$ cat src/rtl/imm_decode_ctrl.sv
// Purpose: decode-stage controller; classifies RV32I opcodes and forms the immediate for execute.
// Latency: 2 cycles from acceptance to out_valid, 1 instruction/cycle sustained.
// Backpressure: valid/ready both sides; holds 2 entries when out_ready=0, in_ready follows out_ready combinationally.

package imm_decode_pkg;
    typedef enum logic [2:0] {
        RV32_TYPE_I = 3'd0,
        RV32_TYPE_S = 3'd1,
        RV32_TYPE_B = 3'd2,
        RV32_TYPE_U = 3'd3,
        RV32_TYPE_J = 3'd4
    } rv32_type_enum_t;

    typedef logic [31:0] riscv_instr_t;
    typedef logic [31:0] rv_imm_t;
endpackage

// Purpose: combinational immediate generator for one RV32I format.
// Latency: 0 cycles.
// Backpressure: none (pure function of its inputs).
module imm_gen
    import imm_decode_pkg::*;
(
    input  riscv_instr_t    instr,
    input  rv32_type_enum_t imm_type,
    output rv_imm_t         imm
);
    // B and J are delivered as half-offsets (bit 0 dropped); execute shifts them back.
    always_comb begin
        imm = '0;
        case (imm_type)
            RV32_TYPE_I: imm = {{20{instr[31]}}, instr[31:20]};
            RV32_TYPE_S: imm = {{20{instr[31]}}, instr[31:25], instr[11:7]};
            RV32_TYPE_B: imm = {{20{instr[31]}}, instr[31], instr[7], instr[30:25], instr[11:8]};
            RV32_TYPE_U: imm = {instr[31:12], 12'b0};
            RV32_TYPE_J: imm = {{12{instr[31]}}, instr[31], instr[19:12], instr[20], instr[30:21]};
            default:     imm = '0;
        endcase
    end
endmodule

// Purpose: 2-stage decode pipeline (classify in S1, register immediate in S2) with flush and illegal counter.
// Latency: accepted at edge N, visible on out_* after edge N+1.
// Backpressure: each stage advances when downstream is empty or draining; in_ready low during flush.
module imm_decode_ctrl
    import imm_decode_pkg::*;
#(
    parameter int NUM_HARTS = 8,
    parameter int CNT_W     = 16,
    localparam int HW       = $clog2(NUM_HARTS)
) (
    input  logic             clk,
    input  logic             rst_n,
    input  logic             in_valid,
    output logic             in_ready,
    input  logic [31:0]      in_instr,
    input  logic [HW-1:0]    in_hart_id,
    input  logic             flush,
    output logic             out_valid,
    input  logic             out_ready,
    output logic [31:0]      out_instr,
    output logic [HW-1:0]    out_hart_id,
    output logic [2:0]       out_imm_type,
    output logic [31:0]      out_imm,
    output logic             out_has_imm,
    output logic             out_illegal,
    output logic [CNT_W-1:0] illegal_cnt
);
    localparam logic [CNT_W-1:0] CNT_MAX = {CNT_W{1'b1}};
    localparam logic [CNT_W-1:0] CNT_ONE = {{(CNT_W-1){1'b0}}, 1'b1};

    rv32_type_enum_t in_type;
    logic            in_has_imm;
    logic            in_illegal;

    logic            s1_valid;
    riscv_instr_t    s1_instr;
    logic [HW-1:0]   s1_hart_id;
    rv32_type_enum_t s1_type;
    logic            s1_has_imm;
    logic            s1_illegal;
    rv_imm_t         s1_imm;

    logic            s2_valid;
    riscv_instr_t    s2_instr;
    logic [HW-1:0]   s2_hart_id;
    rv32_type_enum_t s2_type;
    rv_imm_t         s2_imm;
    logic            s2_has_imm;
    logic            s2_illegal;

    logic            s1_adv;
    logic            s2_adv;
    logic            deliver;

    assign s2_adv   = !s2_valid || out_ready;
    assign s1_adv   = !s1_valid || s2_adv;
    assign in_ready = s1_adv && !flush;
    assign deliver  = s2_valid && out_ready;

    // Opcode classification of the incoming word; OP and unknown opcodes fall back to I with no immediate.
    always_comb begin
        in_type    = RV32_TYPE_I;
        in_has_imm = 1'b1;
        in_illegal = 1'b0;
        case (in_instr[6:0])
            7'b0110111, 7'b0010111: in_type = RV32_TYPE_U;
            7'b1101111:             in_type = RV32_TYPE_J;
            7'b1100011:             in_type = RV32_TYPE_B;
            7'b0100011:             in_type = RV32_TYPE_S;
            7'b1100111, 7'b0000011, 7'b0010011,
            7'b0001111, 7'b1110011: in_type = RV32_TYPE_I;
            7'b0110011:             in_has_imm = 1'b0;
            default: begin
                in_has_imm = 1'b0;
                in_illegal = 1'b1;
            end
        endcase
    end

    imm_gen u_imm_gen (
        .instr    (s1_instr),
        .imm_type (s1_type),
        .imm      (s1_imm)
    );

    // Stage valid bits; flush wins over any advance in the same cycle.
    always_ff @(posedge clk) begin
        if (!rst_n) begin
            s1_valid <= 1'b0;
            s2_valid <= 1'b0;
        end else if (flush) begin
            s1_valid <= 1'b0;
            s2_valid <= 1'b0;
        end else begin
            if (s2_adv) s2_valid <= s1_valid;
            if (s1_adv) s1_valid <= in_valid;
        end
    end

    // Stage payloads load only on a real transfer so stalled stages stay bit-stable.
    always_ff @(posedge clk) begin
        if (!rst_n) begin
            s1_instr   <= '0;
            s1_hart_id <= '0;
            s1_type    <= RV32_TYPE_I;
            s1_has_imm <= 1'b0;
            s1_illegal <= 1'b0;
            s2_instr   <= '0;
            s2_hart_id <= '0;
            s2_type    <= RV32_TYPE_I;
            s2_imm     <= '0;
            s2_has_imm <= 1'b0;
            s2_illegal <= 1'b0;
        end else begin
            if (in_valid && in_ready) begin
                s1_instr   <= in_instr;
                s1_hart_id <= in_hart_id;
                s1_type    <= in_type;
                s1_has_imm <= in_has_imm;
                s1_illegal <= in_illegal;
            end
            if (s1_valid && s2_adv && !flush) begin
                s2_instr   <= s1_instr;
                s2_hart_id <= s1_hart_id;
                s2_type    <= s1_type;
                s2_imm     <= s1_has_imm ? s1_imm : '0;
                s2_has_imm <= s1_has_imm;
                s2_illegal <= s1_illegal;
            end
        end
    end

    // Saturating count of illegal opcodes handed to execute; a delivery in a flush cycle still counts.
    always_ff @(posedge clk) begin
        if (!rst_n) begin
            illegal_cnt <= '0;
        end else if (deliver && s2_illegal && (illegal_cnt != CNT_MAX)) begin
            illegal_cnt <= illegal_cnt + CNT_ONE;
        end
    end

    assign out_valid    = s2_valid;
    assign out_instr    = s2_instr;
    assign out_hart_id  = s2_hart_id;
    assign out_imm_type = s2_type;
    assign out_imm      = s2_imm;
    assign out_has_imm  = s2_has_imm;
    assign out_illegal  = s2_illegal;
endmodule

$ cat config.mk
export PLATFORM = sky130hd
export DESIGN_NAME = imm_decode_ctrl
export DESIGN_NICKNAME = d
export VERILOG_FILES = /design/src/rtl/imm_decode_ctrl.sv
export SDC_FILE = /design/constraint.sdc
export NUM_CORES = 1
export LEC_CHECK = 0
export ABC_AREA = 1
export CAP_MARGIN = 5
export CORE_AREA = 5 5 143 145
export CTS_BUF_LIST = sky130_fd_sc_hd__clkbuf_4 sky130_fd_sc_hd__clkbuf_8
export DETAILED_ROUTE_END_ITERATION = 6
export DIE_AREA = 0 0 148 150
export SETUP_SLACK_MARGIN = 0.2
export SYNTH_ARGS = -nofsm -noshare
export SYNTH_HDL_FRONTEND = slang
export SYNTH_SLANG_ARGS = --single-unit
$ cat constraint.sdc
create_clock -name clk -period 4.1 [get_ports clk]
set_input_delay 0.615 -clock clk [delete_from_list [all_inputs] [get_ports clk]]
set_output_delay 0.615 -clock clk [all_outputs]
set_load 0.1 [all_outputs]
=== After elaboration in Yosys (flattened, before gate mapping) ===
Index checks and enable logic that the tools add are counted.

* Register bits: 130
* Input port bits: 40
* Output and inout port bits: 90
* Logic and storage cells: 54

* Add/sub/neg operators: 1
* Equality and inequality tests: 16
* Mux-type cells: 5
* Bitwise operators: 1
* Reduce and logical (&&, ||, !) cells: 17

{| class="wikitable"
|+ Operators with widths
! operator !! count
|-
| case mux 32 bit (5 select lines) || 1
|-
| two-way mux 32 bit || 1
|-
| equality test 7 bit, second input constant || 4
|-
| equality test 7 x 6 -> 1 bit, second input constant || 3
|-
| adder 16 x 1 -> 16 bit, second input constant || 1
|-
| != test 16 bit, second input constant || 1
|-
| equality test 7 x 5 -> 1 bit, second input constant || 2
|-
| case mux 3 bit (4 select lines) || 1
|-
| OR reduction 11 bit || 1
|-
| OR reduction 10 bit || 1
|-
| equality test 7 x 2 -> 1 bit, second input constant || 1
|-
| equality test 7 x 4 -> 1 bit, second input constant || 1
|-
| logical AND 1 bit || 7
|-
| equality test 3 x 2 -> 1 bit, second input constant || 2
|-
| OR reduction 2 bit || 2
|-
| equality test 3 x 1 -> 1 bit, second input constant || 1
|-
| equality test 3 bit, second input constant || 1
|-
| logical NOT 1 bit || 3
|-
| logical NOT 3 bit || 1
|-
| logical OR 1 bit || 2
|-
| two-way mux 1 bit || 2
|-
| NOT 1 bit || 1
|}

=== Depth between registers and ports, before layout ===
Gate-level depths: netlist of run 1.

* Depth after elaboration: 5
* Gate-level depth with buffers: 9
* Depth with buffers taken out: 9

=== Hierarchy ===
Synthesis of run 1 repeated with hierarchy kept, for this count alone.

* Cell total of the unflattened synthesis: 793
* Area total of the unflattened synthesis: 5967.0 µm²

{| class="wikitable"
|+ By module, submodules not included
! module !! instances !! cells an instance !! area each (µm²) !! seq. area each (µm²)
|-
| imm_decode_ctrl || 1 || 654 || 5121.2 || 2602.5
|-
| imm_gen || 1 || 139 || 845.8 || 0.0
|}

=== Worst setup path before layout of run 1 ===
Ideal clock, no wire load.

* Kind: reg2reg
* From: register illegal_cnt[0]
* To: register illegal_cnt[11]
* Library setup time: 141 ps
* Data arrival time: 2196 ps
* Required time: 3959 ps
* Setup slack: 1764 ps
* Cell stages (with the launch flop): 10
* Buffers on the path: 1
* Period minus slack after synthesis: 2336 ps
* Cell sequence: dfxtp_1 ha_1 nand2_1 nor2_2 nand2_2 nor2_2 nor2_4 buf_8 nand2_2 a21oi_2

* Word-level cells in the longest chain between the ends: 2
* Elaborated cells between the ends (all ways): 3
* Those cells by class: add/sub (1); eq/ne (1); reduce/logical (1)

{| class="wikitable"
|+ RTL lines
! element !! RTL line !! source
|-
| from (decl) || 67 || <nowiki>output logic [CNT_W-1:0] illegal_cnt</nowiki>
|-
| from (signal assigned) || 179 || <nowiki>illegal_cnt <= illegal_cnt + CNT_ONE;</nowiki>
|-
| branches (longest 2 deep; another with adder 16 x 1 -> 16 bit) || -- ||
|}

Several ways; the timed one is not identified.
A chain may end at the register's enable or synchronous reset.

=== Worst setup path after layout of run 1 ===
* From: register illegal_cnt[0]
* To: output illegal_cnt[0]

No word-level cell between the ends.

==> flow_summary.json, run 1 <==
{
  "critPathBufInv": 1,
  "place_hpwl_um": 11400,
  "syn_inst": 764,
  "drt_iter0_drc": 234,
  "die_height_um": 150,
  "cts_buffers": 17,
  "path_class": "reg2out",
  "holdWs_ps": 445,
  "firstDrtPassIters": 5,
  "postCtsResizedCells": 0,
  "gp_congestion": 0.849,
  "crit_path_end": "illegal_cnt[0]",
  "io_buffers": 129,
  "ir_worst_vdd_mv": 0.220,
  "die_w_um": 148,
  "clockBufferDepth": 2,
  "tightest_slew_ps": 1050,
  "fin_util": 0.389,
  "cts_root_buf": "clkbuf_8",
  "tns_ps": 0,
  "yosysUniqueCellTypes": 28,
  "row_count": 51,
  "path_clk_slew_ps": 90,
  "synth-edff-count": 0,
  "drt_wl_total_um": 16100,
  "dp_cells": 1090,
  "vias": 5229,
  "slowest_stage": "clkdlybuf4s50_1",
  "final_cell_area_um2": 7410,
  "start_util": 0.292,
  "finalSetupViolations": 0,
  "finalPower_mw": 2.90,
  "r2r_start": "s1_type[0]$_SDFFE_PN0P_",
  "routed.top_layer": "met4",
  "synth_compound_area_frac": 0.195,
  "cap_violations": 0,
  "power.density_nw_per_um2": 391,
  "pre_cts_slack_ps": 1400,
  "finClkSkew_ps": 15.1,
  "route.detailed.drc": 0,
  "drv_slew": 0,
  "synth-adder-area-share": 0.00225,
  "synthXorXnorAreaFrac": 0.00944,
  "wl_met2_um": 7050,
  "dieArea_um2": 22200,
  "fin_nets": 912,
  "fmax_mhz": 362,
  "nFillCells": 2044,
  "rrSetupSlack_ps": 1970,
  "wl_met1_um": 7780,
  "drtAntennaViolNets": 0,
  "drive_above_1_share": 0.0871,
  "path_cells": "clkdlybuf4s50_1",
  "synth_top_family_by_area": "simple AND/OR/NAND/NOR gates",
  "fin_crit_ps": 2760,
  "wl_met3_um": 1120,
  "worst-path-stages": 1,
  "async_flop_share": 0,
  "synth_largest_area_cell": "dfxtp_1",
  "synthesis.nets": 805,
  "fin_ws_ps": 1340,
  "grt_antenna_before_repair": 0,
  "grt_first_pass_wirelength_um": 25800,
  "ios": 130,
  "max_stage_delay_ps": 1200,
  "endpoint_kind": "output port",
  "grt_pass1_vias": 4882,
  "n_antenna_cell": 0,
  "muxShareOfSynthArea": 0,
  "synth.top_cells.by_count": "nand2_1, dfxtp_1, a21oi_1",
  "hold_buffers": 0,
  "core_area_um2": 19100,
  "min_period_over_period": 0.673,
  "clkLatencyLatePin_ps": 450,
  "worstPathArrival_ps": 2140,
  "ys_seq_area_frac": 0.467,
  "grt_use_total": 0.146,
  "yosys_most_used_dff": "dfxtp_1",
  "worst_hold_path_type": "reg2reg",
  "synth_area_um2": 5570,
  "avgViaCountPerCell": 4.66,
  "htreeDepth": 4,
  "fin_cells": 1122,
  "post-cts-setup-buffer-count": 0,
  "p_leak_nw": 2.74,
  "slew_headroom": 0.297,
  "synth.top_cell.area_share": 0.467,
  "r2r_end": "out_imm[9]$_SDFFE_PN0P_",
  "start_kind": "register",
  "cts_sinks": 130,
  "area_delta_synth_final_pct": 33.1,
  "path_delay_family": "buffers and inverters",
  "synthSimpleGateAreaFrac": 0.246,
  "routedWlPerCell_um": 14.3,
  "rsz0062_at_grt": "false",
  "grt_overflow": 0,
  "worstPathMaxFanout": 7,
  "ys_seq_elements": 130,
  "cts_tree": "yes",
  "worstSetupStartpoint": "illegal_cnt[0]$_SDFFE_PN0P_",
  "worstPathRequired_ps": 3480,
  "placed_cell_area_um2": 6960,
  "ys_top_cells_by_area": "dfxtp_1, nand2_1, a21oi_1",
  "hold_violations": 0,
  "grt_max_degree": 71,
  "avgSynthCellArea_um2": 7.29,
  "status": "complete, no violations",
  "reg2reg_depth": 6,
  "synth_most_common_cell": "nand2_1",
  "yosysWarnings": 0
}
==> worst min path at each step <==
stage                                     from                           to  slack (ps)  depth (start not counted)
finish              s1_hart_id[0]$_SDFFE_PN0P_  out_hart_id[0]$_SDFFE_PN0P_         450                          2
global placement      s1_instr[3]$_SDFFE_PN0P_    out_instr[3]$_SDFFE_PN0P_         440                          2
detailed placement    s1_instr[2]$_SDFFE_PN0P_    out_instr[2]$_SDFFE_PN0P_         440                          2
global route        s1_hart_id[1]$_SDFFE_PN0P_  out_hart_id[1]$_SDFFE_PN0P_         460                          2
CTS                 s1_hart_id[0]$_SDFFE_PN0P_  out_hart_id[0]$_SDFFE_PN0P_         450                          2
floorplan             s1_instr[2]$_SDFFE_PN0P_    out_instr[2]$_SDFFE_PN0P_         420                          2
==> cells by family after synthesis <==
logic type,count (synthesis)
DFF,130
adders and majority gates,1
AOI/OAI and AO/OA,206
xor gates and xnor gates,6
and+or+nand+nor,316
buffers and inverters,105
==> registers in the layout, indices dropped and copies added, names as in the netlist <==
name / cells
illegal_cnt: 16
out_hart_id: 3
out_has_imm: 1
out_illegal: 1
out_imm: 32
out_imm_type: 3
out_instr: 32
out_valid: 1
s1_hart_id: 3
s1_has_imm: 1
s1_illegal: 1
s1_instr: 32
s1_type: 3
s1_valid: 1
==> metal layers <==
metal,global-route usage,up-vias
met2,0.223,142
met5,0,-
li1,-,2737
met4,0.0416,0
met1,0.196,2339
met3,0.0518,11
==> area by class of cell <==
type / count / area (um^2) / share of cell area
clock buffer: 18 / 248 / 0.0334
tap: 238 / 298 / 0.0402
sequential: 130 / 2600 / 0.351
clock inverter: 14 / 204 / 0.0275
multi-input combinational: 529 / 2520 / 0.340
inverter: 60 / 225 / 0.0304
timing repair buffer: 133 / 1310 / 0.177
==> cell usage in the layout, fill, tap and decap left out, drive strengths merged <==
cell type / n
bufinv: 4
clkdlybuf4s50: 127
ha: 1
clkbuf: 18
nand3: 39
nor3: 3
xor2: 4
buf: 6
o22ai: 1
xnor2: 2
nor2: 71
a21oi: 114
nand2: 177
o211ai: 1
dfxtp: 130
clkinv: 2
nand3b: 1
inv: 63
o21ai: 90
nand4: 25
clkinvlp: 5
==> where the power goes <==
group          internal (mW)  switching, mW
Clock                  0.687          0.546
Sequential              1.30         0.0394
Combinational         0.0960          0.224
Total                   2.09          0.810
No activity file was read; power rests on OpenSTA's default activity.
==> run 2, diff against run 1 <==
==> constraint.sdc (replaced) <==
create_clock -name clk -period 2.25 [get_ports clk]
set_input_delay 0.3375 -clock clk [delete_from_list [all_inputs] [get_ports clk]]
set_output_delay 0.3375 -clock clk [all_outputs]
set_load 0.1 [all_outputs]
==> run 2 against run 1 <==
Effect of this change:
- combinational power rose by 91%
- cell count rose by 0.71%
- critical path type is now reg2reg
- largest power group unchanged
- worst hold slack got worse by 61 ps
- total power rose by 83%
- routed wire length fell by 0.50%
- cell area fell by 0.89%
- sequential share of layout area rose by 0.42 points
- first-iteration DRC count rose by 29%
- worst setup slack got worse by 770 ps
==> flow_summary.json, run 2 (synthesized netlist as in run 1, its figures left out) <==
{
  "status": "complete, no violations",
  "cap_violations": 0,
  "fin_crit_ps": 1680,
  "grt_first_pass_wirelength_um": 25700,
  "vias": 5227,
  "rrSetupSlack_ps": 570,
  "grt_use_total": 0.146,
  "clkLatencyLatePin_ps": 450,
  "gp_congestion": 0.835,
  "path_class": "reg2reg",
  "fin_nets": 920,
  "finClkSkew_ps": 16.7,
  "hold_depth": 3,
  "n_antenna_cell": 0,
  "r2r_end": "out_imm[21]$_SDFFE_PN0P_",
  "rsz0062_at_grt": "false",
  "power.density_nw_per_um2": 721,
  "drt_iter0_drc": 303,
  "die_w_um": 148,
  "row_count": 51,
  "cts_tree": "yes",
  "reg2reg_depth": 7,
  "ir_worst_vdd_mv": 0.367,
  "final_common_cell": "nand2_1",
  "slew_headroom": 0.658,
  "multiInputGateArea_um2": 2520,
  "area_delta_synth_final_pct": 31.9,
  "path_clk_slew_ps": 80,
  "tightest_slew_ps": 513,
  "cts_root_buf": "clkbuf_8",
  "route.detailed.drc": 0,
  "cts_sinks": 130,
  "tns_ps": 0,
  "clockBufferDepth": 2,
  "drt_wl_total_um": 16000,
  "p_leak_nw": 3.02,
  "post-cts-setup-buffer-count": 0,
  "min_period_over_period": 0.745,
  "drtAntennaViolNets": 0,
  "grt_pass1_vias": 4904,
  "avgViaCountPerCell": 4.63,
  "grt_overflow": 0,
  "fmax_mhz": 596,
  "worstPathRequired_ps": 2620,
  "drive_above_1_share": 0.202,
  "cts_buffers": 17,
  "finalSetupViolations": 0,
  "r2r_start": "s1_type[2]$_SDFFE_PN0P_",
  "fin_util": 0.385,
  "place_hpwl_um": 11600,
  "endpoint_kind": "register",
  "placed_cell_area_um2": 6900,
  "holdWs_ps": 384,
  "die_height_um": 150,
  "final_cell_area_um2": 7350,
  "start_util": 0.292,
  "core_area_um2": 19100,
  "finalPower_mw": 5.30,
  "hold_buffers": 0,
  "postCtsResizedCells": 0,
  "hold_path_startpoint": "rst_n",
  "htreeDepth": 4,
  "start_kind": "register",
  "nFillCells": 1981,
  "drv_slew": 0,
  "seqCellArea_um2": 2610,
  "dieArea_um2": 22200,
  "worstHoldEndpoint": "s1_type[2]$_SDFFE_PN0P_",
  "routedWlPerCell_um": 14.2,
  "firstDrtPassIters": 6,
  "ios": 130,
  "worstPathMaxFanout": 25,
  "hold_violations": 0,
  "worstPathArrival_ps": 2050,
  "io_buffers": 129,
  "grt_max_degree": 85,
  "worst_hold_path_type": "in2reg",
  "grt_antenna_before_repair": 0,
  "final_cell_mix": "nand2_1, dfxtp_1, a21oi_1"
}
-- run 2: power breakdown --
group | switching, mW | internal [mW]
Combinational | 0.426 | 0.184
Sequential | 0.0595 | 2.37
Clock | 0.982 | 1.27
Total | 1.47 | 3.83
-- run 2: worst max-delay path, stage by stage, from the launching register on --
cell and delay (ps):
dfxtp_1 360, inv_2 330, nand3_1 210, nand2_1 120, nand2_1 230, nand3_1 170
nand2_1 70, a21oi_1 110
-- run 2: area by class of cell --
class	instances	share of cell area
repair buffers	141	0.169
well taps	238	0.0405
flip-flops and latches	130	0.355
multi-input cells	529	0.343
clock buffers	19	0.0347
clock inverters	13	0.0269
inverters	60	0.0306
-- run 2: routing by layer --
layer	track usage	vias to the layer above	routed length [um]
met1	0.200	2314	7870
met5	0	-	0
li1	-	2762	-
met4	0.0577	0	280
met3	0.0454	19	1020
met2	0.213	132	6840
-- run 2: worst max-delay path by stage --
stage / startpoint / endpoint / slack [ps] / cells past startpoint
final: s1_type[2]$_SDFFE_PN0P_ / out_imm[21]$_SDFFE_PN0P_ / 570 / 7
after global routing: s1_type[2]$_SDFFE_PN0P_ / out_imm[30]$_SDFFE_PN0P_ / 360 / 7
after CTS: illegal_cnt[0]$_SDFFE_PN0P_ / illegal_cnt[15]$_SDFFE_PN0P_ / 560 / 9
after detailed placement: out_ready / out_instr[18]$_SDFFE_PN0P_ / 400 / 8
after global placement: out_ready / out_instr[17]$_SDFFE_PN0P_ / 440 / 8
after floorplan: illegal_cnt[3]$_SDFFE_PN0P_ / illegal_cnt[11]$_SDFFE_PN0P_ / 200 / 8
-- run 2: metrics by stage --
step | setup slack, ps | cells
5_1_grt | 358 | 1130
6_report | 573 | 1130
4_1_cts | 560 | 1130
3_3_place_gp | 441 | 1098
3_5_place_dp | 404 | 1098
2_1_floorplan | 202 | 764
